`config.mk`:
```
export PLATFORM = sky130hd
export DESIGN_NAME = carregador_obstaculos
export DESIGN_NICKNAME = d
export VERILOG_FILES = /design/src/rtl/carregador_obstaculos_pkg.sv /design/src/rtl/carregador_obstaculos_desserializador_bits.sv /design/src/rtl/carregador_obstaculos.sv
export SDC_FILE = /design/constraint.sdc
export NUM_CORES = 1
export LEC_CHECK = 0
export ABC_AREA = 0
export BUFFER_PORTS_ARGS = -buffer_cell sky130_fd_sc_hd__buf_2
export CAP_MARGIN = 40
export CORE_MARGIN = 3
export CORE_UTILIZATION = 50
export CTS_CLUSTER_DIAMETER = 60
export DETAILED_ROUTE_END_ITERATION = 10
export PLACE_DENSITY = 0.73
export SYNTH_ARGS = -nofsm -noshare
export SYNTH_HDL_FRONTEND = slang
export SYNTH_SLANG_ARGS = --single-unit
```
`constraint.sdc`:
```
create_clock -name clk -period 5.3 [get_ports clk]
set_clock_uncertainty 0.2 [all_clocks]
set_input_delay 1.59 -clock clk [delete_from_list [all_inputs] [get_ports clk]]
set_output_delay 1.59 -clock clk [all_outputs]
set_load 0.01 [all_outputs]
```
`src/rtl/carregador_obstaculos_pkg.sv`:
```
// Shared definitions for the obstacle map loader: FSM state encoding and
// size derivation helpers.
package carregador_obstaculos_pkg;

    typedef enum logic [2:0] {
        ST_IDLE      = 3'd0,
        ST_CLEAR     = 3'd1,
        ST_WAIT_BYTE = 3'd2,
        ST_WRITE     = 3'd3,
        ST_DONE      = 3'd4
    } estado_t;

    localparam int ADDR_WIDTH_DEF = 8;
    localparam int BYTE_WIDTH_DEF = 8;

    function automatic int num_nodes(input int addr_width);
        return 1 << addr_width;
    endfunction

    // Words needed to cover the whole map; the last word may be partly unused.
    function automatic int ceil_div(input int num, input int den);
        return (num + den - 1) / den;
    endfunction

endpackage

```
`src/rtl/carregador_obstaculos_desserializador_bits.sv`:
```
// Word-to-bit deserializer: holds one host word and hands it out LSB first,
// flagging the last bit of the word.
module desserializador_bits #(
    parameter int BYTE_WIDTH = 8
) (
    input  logic                  clk,
    input  logic                  rst_n,
    input  logic                  load,
    input  logic                  shift,
    input  logic [BYTE_WIDTH-1:0] data_in,
    output logic                  bit_out,
    output logic                  last_bit
);

    localparam int CNT_W = (BYTE_WIDTH > 1) ? $clog2(BYTE_WIDTH) : 1;
    localparam logic [CNT_W-1:0] LAST_CNT = CNT_W'(BYTE_WIDTH - 1);

    logic [BYTE_WIDTH-1:0] shift_q;
    logic [CNT_W-1:0]      bit_cnt;

    always_ff @(posedge clk or negedge rst_n) begin
        if (!rst_n) begin
            shift_q <= '0;
            bit_cnt <= '0;
        end else if (load) begin
            shift_q <= data_in;
            bit_cnt <= '0;
        end else if (shift) begin
            shift_q <= shift_q >> 1;
            bit_cnt <= bit_cnt + CNT_W'(1);
        end
    end

    assign bit_out  = shift_q[0];
    assign last_bit = (bit_cnt == LAST_CNT);

endmodule

```
`src/rtl/carregador_obstaculos.sv`:
```
// Obstacle map loader: unpacks host words into single-bit memory writes and
// clears the whole map on command.
//
// state      | meaning
// -----------+-----------------------------------------------------------
// IDLE       | waiting for start/clear, address counter held at 0
// CLEAR      | writing 0 to every node, one per cycle
// WAIT_BYTE  | ready for the next host word
// WRITE      | emitting the captured word one bit per cycle, LSB first
// DONE       | map complete, one-cycle done pulse issued from here
module carregador_obstaculos
    import carregador_obstaculos_pkg::*;
#(
    parameter int ADDR_WIDTH = ADDR_WIDTH_DEF,
    parameter int BYTE_WIDTH = BYTE_WIDTH_DEF
) (
    input  logic                  clk,
    input  logic                  rst_n,
    input  logic                  start_in,
    input  logic                  clear_in,
    input  logic                  abort_in,
    input  logic                  byte_valid_in,
    input  logic [BYTE_WIDTH-1:0] byte_data_in,
    output logic                  byte_ready_out,
    output logic                  obstaculos_wr_enable_out,
    output logic [ADDR_WIDTH-1:0] obstaculos_wr_addr_out,
    output logic                  obstaculos_wr_data_out,
    output logic                  busy_out,
    output logic                  done_out
);

    localparam logic [ADDR_WIDTH-1:0] LAST_ADDR = ADDR_WIDTH'(num_nodes(ADDR_WIDTH) - 1);

    estado_t               state, next_state;
    logic [ADDR_WIDTH-1:0] addr_cnt;
    logic                  wr_req;
    logic                  wr_bit;
    logic                  addr_clr;
    logic                  des_load;
    logic                  des_shift;
    logic                  des_bit;
    logic                  des_last;
    logic                  aborting;

    assign aborting       = abort_in && (state != ST_IDLE);
    // Gated by abort so a word offered in the abort cycle is not swallowed.
    assign byte_ready_out = (state == ST_WAIT_BYTE) && !abort_in;

    desserializador_bits #(
        .BYTE_WIDTH(BYTE_WIDTH)
    ) u_desserializador (
        .clk     (clk),
        .rst_n   (rst_n),
        .load    (des_load),
        .shift   (des_shift),
        .data_in (byte_data_in),
        .bit_out (des_bit),
        .last_bit(des_last)
    );

    always_ff @(posedge clk or negedge rst_n) begin
        if (!rst_n) begin
            state <= ST_IDLE;
        end else begin
            state <= next_state;
        end
    end

    always_comb begin
        next_state = state;
        wr_req     = 1'b0;
        wr_bit     = 1'b0;
        addr_clr   = 1'b0;
        des_load   = 1'b0;
        des_shift  = 1'b0;
        case (state)
            ST_IDLE: begin
                addr_clr = 1'b1;
                if (clear_in) begin
                    next_state = ST_CLEAR;
                end else if (start_in) begin
                    next_state = ST_WAIT_BYTE;
                end
            end
            ST_CLEAR: begin
                wr_req = 1'b1;
                if (addr_cnt == LAST_ADDR) begin
                    next_state = ST_DONE;
                end
            end
            ST_WAIT_BYTE: begin
                if (byte_valid_in && byte_ready_out) begin
                    des_load   = 1'b1;
                    next_state = ST_WRITE;
                end
            end
            ST_WRITE: begin
                wr_req    = 1'b1;
                wr_bit    = des_bit;
                des_shift = 1'b1;
                // Map end takes priority: leftover bits of the final word are dropped.
                if (addr_cnt == LAST_ADDR) begin
                    next_state = ST_DONE;
                end else if (des_last) begin
                    next_state = ST_WAIT_BYTE;
                end
            end
            ST_DONE: begin
                next_state = ST_IDLE;
            end
            default: begin
                next_state = ST_IDLE;
            end
        endcase
        if (aborting) begin
            next_state = ST_IDLE;
            wr_req     = 1'b0;
            des_load   = 1'b0;
            des_shift  = 1'b0;
        end
    end

    always_ff @(posedge clk or negedge rst_n) begin
        if (!rst_n) begin
            addr_cnt <= '0;
        end else if (addr_clr) begin
            addr_cnt <= '0;
        end else if (wr_req) begin
            addr_cnt <= addr_cnt + ADDR_WIDTH'(1);
        end
    end

    // Outputs reflect the action taken in the state just left.
    always_ff @(posedge clk or negedge rst_n) begin
        if (!rst_n) begin
            obstaculos_wr_enable_out <= 1'b0;
            obstaculos_wr_addr_out   <= '0;
            obstaculos_wr_data_out   <= 1'b0;
            busy_out                 <= 1'b0;
            done_out                 <= 1'b0;
        end else begin
            obstaculos_wr_enable_out <= wr_req;
            obstaculos_wr_addr_out   <= addr_cnt;
            obstaculos_wr_data_out   <= wr_bit;
            busy_out                 <= !aborting && ((state == ST_CLEAR) ||
                                                      (state == ST_WAIT_BYTE) ||
                                                      (state == ST_WRITE));
            done_out                 <= !aborting && (state == ST_DONE);
        end
    end

endmodule

```
==> results of run 1 <==
[routing by layer]
metal | share of wire, % | global-route usage [%]
met5 | 0 | 0
met3 | 6.0 | 4.47
met1 | 46 | 21.7
met2 | 46 | 26.6
met4 | 2.4 | 11.1
[worst max-delay path: stages]
cell	delay, ps
buf_2	150
or3b_2	550
nor2_1	110
buf_2	140
[layout make-up]
class                           count  share of cell area, %
Sequential cell                    34                   49.0
Multi-Input combinational cell     90                   33.7
Timing Repair Buffer               27                   7.93
Clock inverter                      2                   3.46
Clock buffer                        6                   2.96
Tap cell                           31                   2.24
Inverter                            3                  0.649
[state kept, by name, summed over array words and instances (netlist names)]
register / cells
obstaculos_wr_enable_out: 1
obstaculos_wr_addr_out: 8
done_out: 1
addr_cnt: 8
obstaculos_wr_data_out: 1
busy_out: 1
u_desserializador.shift_q: 8
state: 3
u_desserializador.bit_cnt: 3
[synth_stat cells]
| library cell | number |
|---|---|
| nor3b_1 | 1 |
| nand4_1 | 2 |
| nand2_1 | 8 |
| a22oi_1 | 6 |
| nand3_1 | 3 |
| o31ai_1 | 3 |
| a21oi_1 | 8 |
| o21ai_0 | 11 |
| dfrtp_1 | 34 |
| a31oi_1 | 8 |
| nor2b_1 | 8 |
| ha_1 | 3 |
| buf_2 | 2 |
| a22o_1 | 2 |
| nor3_1 | 3 |
| nor2_1 | 5 |
| buf_6 | 1 |
| buf_4 | 2 |
| xnor2_1 | 1 |
| clkbuf_1 | 4 |
| nor4bb_1 | 1 |
| nor4b_1 | 1 |
| mux2i_1 | 2 |
| mux2_2 | 1 |
| or3b_4 | 1 |
| nand2b_1 | 1 |
| o221a_2 | 1 |
| or3b_2 | 1 |
| or3_1 | 3 |
| and4b_1 | 1 |
| o32ai_1 | 1 |
| inv_1 | 3 |
| nor3b_2 | 1 |
| or4_1 | 3 |
[through the flow]
| step | worst slack (ps) | utilization (%) | area (µm²) |
|---|---|---|---|
| 6_report | 976 | 61.9 | 1740 |
| 5_1_grt | 916 | 61.9 | 1740 |
| 4_1_cts | 972 | 61.9 | 1740 |
| 3_5_place_dp | 975 | 57.9 | 1620 |
| 3_3_place_gp | 991 | 57.9 | 1620 |
| 2_1_floorplan | 1030 | - | 1500 |
[power by group through the flow]
stage | Sequential [mW] | Combinational [mW] | Clock (mW)
after floorplan | 0.364 | 0.177 | 0
after global placement | 0.388 | 0.196 | 0
after detailed placement | 0.392 | 0.203 | 0
after CTS | 0.388 | 0.204 | 0.251
after global routing | 0.399 | 0.229 | 0.264
final | 0.389 | 0.202 | 0.247
[path summary, 6_finish.rpt]
path,start,endpoint,cells after the start
setup reg to reg,state[0]$_DFFE_PN0P_,addr_cnt[6]$_DFFE_PN0P_,3
max in group asynchronous,rst_n,u_desserializador.shift_q[7]$_DFFE_PN0P_,1
setup / recovery,abort_in,byte_ready_out,4
hold / removal,addr_cnt[7]$_DFFE_PN0P_,obstaculos_wr_addr_out[7]$_DFF_PN0_,0
min in group asynchronous,rst_n,u_desserializador.shift_q[0]$_DFFE_PN0P_,1
hold reg to reg,addr_cnt[7]$_DFFE_PN0P_,obstaculos_wr_addr_out[7]$_DFF_PN0_,0
[cell families after synthesis]
group / share of synthesized area, %
simple gates: 17.2
compound gates: 16.7
flops: 56.8
buf+inv: 4.17
mux: 2.09
fa+ha+maj: 2.50
xor+xnor: 0.584
==> impl_results.md, run 1 <==
- Avg Inst Size Synth: around 11 µm²
- Clock buffer depth: 2
- Multi-input gate area: slightly below 600 µm²
- Setup violators final: 0
- CTS clk-pin slew, worst paths: 100 ps
- Clock share of power: 29.5%
- Area growth syn-to-layout: 15.8%
- Slew HR: 45.6%
- Total gr overflow: 0
- Crit end category: output pin
- Switch Pwr: between 0.2 and 0.3 mW
- Syn Nets: approximately 150
- # diodes: 0
- HPWL after DPL: approximately 1800 µm
- Setup repair after global routing missed its margin: no
- HP Class: reg2reg
- Post-synthesis sequential area ratio: between 50 and 60%
- Combinational Power Share: between 20% and 30%
- IO Pins: 27
- Total routed wirelength: 2770 µm
- H-tree Lvls: 2
- Worst path required time: about 3500 ps
- Die Width: ~60 µm
- Critical path class: in2out
- Synth top area share: a little under three fifths
- Sw Share: 30.2%
- Seq cells post-synth: 34
- DR vias/cell: about 5.9
- Core Region: 2810 µm²
- Commonest non-fill, non-tap cell in the layout: dfrtp_1
- Iteration-0 DRC Markers: 32
- Buffers on Ports: 26
- Initial antenna violation count: 0
- Share of post-route cells with drive strength above 1: about a quarter
- First-pass GRT wire length: between 4000 and 5000 µm
- R2R setup slack: roughly 3200 ps
- Register area: roughly 850 µm²
- Clock insertion delay at the later pin of the skew report: 340 ps
- Post-route setup TNS: 0 ps
- Number of global-route vias before repair: ~1100
- Nets: 178
- Clk sinks: 34
- LEAKAGE: about 0.82 nW
- Status: complete, no violations
- Sequential Power Share: 46.4%
- Top post-synthesis cells by area: dfrtp_1 (57%), o21ai_0 (3.7%), a31oi_1 (3.3%)
- Final non-filler cell total: ~190
- Total of max-cap violations: 0
- Residual DRC count: 0
- WP data arrival: around 2500 ps
- Min Hold Slack: around 240 ps
- Via count: around 1100
- Crit Path Max Fanout: 8
- FILL cells: around 250
- CP Launch Type: input pin
- VDD IR max: between 200 and 250 µV
- Post-layout power: ~0.84 mW
- Cell area after synthesis: 1500 µm²
- Syn Inst Count: 136
- Final period utilization: between 80% and 90%
- DR WL/cell: approximately 14 µm
- Final min period: between 4000 and 5000 ps
- Final Hold Viols: 0
- Worst slew pin tran: approximately 810 ps
- Antenna viol nets, final: 0
- Pre-antenna DRT Iters: 4
- Most frequent cells in the layout: dfrtp_1 (34), buf_2 (26), o21ai_0 (11)
- Synth area leader: dfrtp_1
- GPL Wtd Cong: between 0.7 and 0.8
- Cts hold-fix bufs: 0
- Die H: between 60 and 70 µm
- Cts repair resizes: 0
- Die area: roughly 3700 µm²
- Slew Viols, Final: 0
- Fmax: 231 MHz
- Syn. warnings: 0
- Largest net degree at the start of global routing: 35
- Root Buffer: clkbuf_4
- Total GRT Usage: 17.3%
- Starting density of the core: a little over half
- Post-CTS setup buffer count: 0
- Placed instance count: about 190
- Row count: 19
- Unique masters post-synth: 34
- Pint: about 0.6 mW
- CTS tree: done
- Num CTS Buffers: 5
- Power Density: between 400 and 500 nW/µm²
Power figures use the tool's default switching activity.
==> run 2, diff against run 1 <==
--- a/config.mk
+++ b/config.mk
@@ -5,7 +5,7 @@
 export SDC_FILE = /design/constraint.sdc
 export NUM_CORES = 1
 export LEC_CHECK = 0
-export ABC_AREA = 0
+export ABC_AREA = 1
 export BUFFER_PORTS_ARGS = -buffer_cell sky130_fd_sc_hd__buf_2
 export CAP_MARGIN = 40
 export CORE_MARGIN = 3
==> constraint.sdc (replaced) <==
create_clock -name clk -period 4.3 [get_ports clk]
set_clock_uncertainty 0.2 [all_clocks]
set_input_delay 1.29 -clock clk [delete_from_list [all_inputs] [get_ports clk]]
set_output_delay 1.29 -clock clk [all_outputs]
set_load 0.01 [all_outputs]
==> run 2 against run 1 <==
Compared with the run above:
- final cell count is 16% higher
- clock-buffer cell count stayed put
- routed wire length is 2.4% lower
- non-clock buffer count is 1 lower
- sequential power is 16% higher
- worst hold slack worse by 54 ps
- first-iteration DRC count is 34% higher
- worst setup slack better by 130 ps
- register-to-register slack worse by 470 ps
==> impl_results.md, run 2 <==
- Setup crit start: abort_in
- Fmax: approximately 310 MHz
- Root Buffer: clkbuf_4
- LEAKAGE: roughly 0.93 nW
- Clock buffer depth: 2
- First-pass GRT wire length: 4820 µm
- Post-route setup TNS: 0 ps
- Power Density: around 520 nW/µm²
- WP data arrival: roughly 1700 ps
- Total routed wirelength: around 2700 µm
- Slew Viols, Final: 0
- Ys async rst share: between 90% and 100%
- Syn Nets: roughly 180
- Clk sinks: 34
- Top cells by count, synth: nand2_1 (50), dfrtp_1 (34), inv_1 (12)
- Nets: about 210
- Avg Inst Size Synth: between 9 and 10 µm²
- CTS tree: done
- Post-synth EDFFs: 0
- Post-CTS setup buffer count: 0
- DR WL/cell: between 10 and 15 µm
- Synth top area share: ~57%
- Hold Path Depth: 0
- Finished Cell Area: roughly 1700 µm²
- VDD IR max: approximately 250 µV
- # diodes: 0
- Number of global-route vias before repair: 1172
- IO Pins: 27
- H-tree Lvls: 2
- Worst path required time: ~2800 ps
- Synth Flop Type: dfrtp_1
- CTS clk-pin slew, worst paths: 90 ps
- Largest net degree at the start of global routing: 35
- Seq cells post-synth: 34
- Cell area after synthesis: approximately 1500 µm²
- Multi-input gate area: around 560 µm²
- Final period utilization: 74.3%
- Syn Inst Count: about 160
- Iteration-0 DRC Markers: 43
- Post-layout power: approximately 0.9 mW
- FILL cells: about 250
- Unique masters post-synth: 24
- Crit end category: output pin
- Most frequent cells in the layout: nand2_1 (50), dfrtp_1 (34), buf_2 (26)
- FF-to-FF Start: addr_cnt[0]$_DFFE_PN0P_
- Die H: a little over 60 µm
- Worst hold start: addr_cnt[5]$_DFFE_PN0P_
- FF-to-FF path depth: 8
- Finished Core Util: 61.2%
- Commonest non-fill, non-tap cell in the layout: nand2_1
- Total gr overflow: 0
- Total GRT Usage: 17.9%
- HPWL after DPL: 2060 µm
- Num CTS Buffers: 5
- Crit Path Max Fanout: 5
- Core Region: 2810 µm²
- Via count: 1139
- Syn. warnings: 0
- Initial antenna violation count: 0
- Row count: 19
- Die Width: roughly 60 µm
- Synth area leader: dfrtp_1
- Share of post-route cells with drive strength above 1: 28.0%
- Total of max-cap violations: 0
- Pre-antenna DRT Iters: 4
- CP Launch Type: input pin
- Die area: 3690 µm²
- Status: complete, no violations
- Final min period: 3190 ps
- Antenna viol nets, final: 0
- Pre-CTS setup slack: approximately 1100 ps
- Setup violators final: 0
- Final Hold Viols: 0
- Worst slew pin tran: a little over 700 ps
- Post-synthesis sequential area ratio: a little under three fifths
- HP Class: reg2reg
- Count leader, synth: nand2_1
- Setup repair after global routing missed its margin: no
- Clock insertion delay at the later pin of the skew report: between 300 and 400 ps
- Top post-synthesis cells by area: dfrtp_1 (57%), nand2_1 (13%), nand3_1 (3.0%)
- GPL Wtd Cong: approximately 0.9
- Register area: between 800 and 900 µm²
- Cts repair resizes: 0
- Cts hold-fix bufs: 0
- Starting density of the core: between 50 and 60%
- Placement Cell Area: around 1700 µm²
- Critical path class: in2out
- Slew HR: a little over half
- Top Registers: addr_cnt (8), obstaculos_wr_addr_out (8), u_desserializador.shift_q (8)
- Residual DRC count: 0
- DR vias/cell: roughly 5
- Buffers on Ports: 26
- Area growth syn-to-layout: 14.7%
- Final setup margin: between 1000 and 1500 ps
run 2: cell types whose count changed in the layout (fill, tap and decap cells not counted), sizes merged, moves of 6 or more:
cell	before	now
a31oi	8	0
nor2	5	13
nor2b	8	0
inv	3	19
nand3	3	12
nand2	8	54
a22oi	6	0
run 2: layout make-up:
type | instances | area share [%]
clock buffer | 6 | 2.99
multi-input combinational | 107 | 32.7
tap | 31 | 2.26
inverter | 20 | 4.88
sequential | 34 | 49.6
timing repair buffer | 26 | 7.58
run 2: power breakdown:
| group | total (mW) | switching (mW) | internal, mW |
|---|---|---|---|
| Sequential | 0.453 | 0.0569 | 0.396 |
| Combinational | 0.277 | 0.178 | 0.0987 |
| Clock | 0.166 | 0.0924 | 0.0736 |
run 2: cells by family after synthesis:
kind of cell,share of synthesized area (%)
AOI/OAI and AO/OA,5.85
buffers and inverters,5.60
adders and majority gates,2.51
and+or+nand+nor,29.2
DFF,56.9
run 2: worst paths after layout:
path / end / slack, ps
setup / recovery: byte_ready_out / 1110
hold / removal: obstaculos_wr_addr_out[5]$_DFF_PN0_ / 190
setup reg to reg: state[1]$_DFFE_PN0P_ / 2680
hold reg to reg: obstaculos_wr_addr_out[5]$_DFF_PN0_ / 190
max in group asynchronous: u_desserializador.shift_q[6]$_DFFE_PN0P_ / 2630
min in group asynchronous: obstaculos_wr_addr_out[2]$_DFF_PN0_ / 810
run 2: through the flow:
stage	instances	hold slack [ps]
final	224	190
after global routing	224	213
after CTS	224	198
after detailed placement	218	176
after global placement	218	165
after floorplan	161	154
run 2: routing by layer:
layer	share of wire, %	vias up	track usage, %
met5	0	-	0
met4	1.8	0	8.98
met3	4.9	6	5.96
met2	54	27	32.4
met1	40	532	18.2
li1	-	574	-
run 2: critical path: stages:
cell and delay [ps]:
buf_2 150, nor2_4 130, buf_2 140
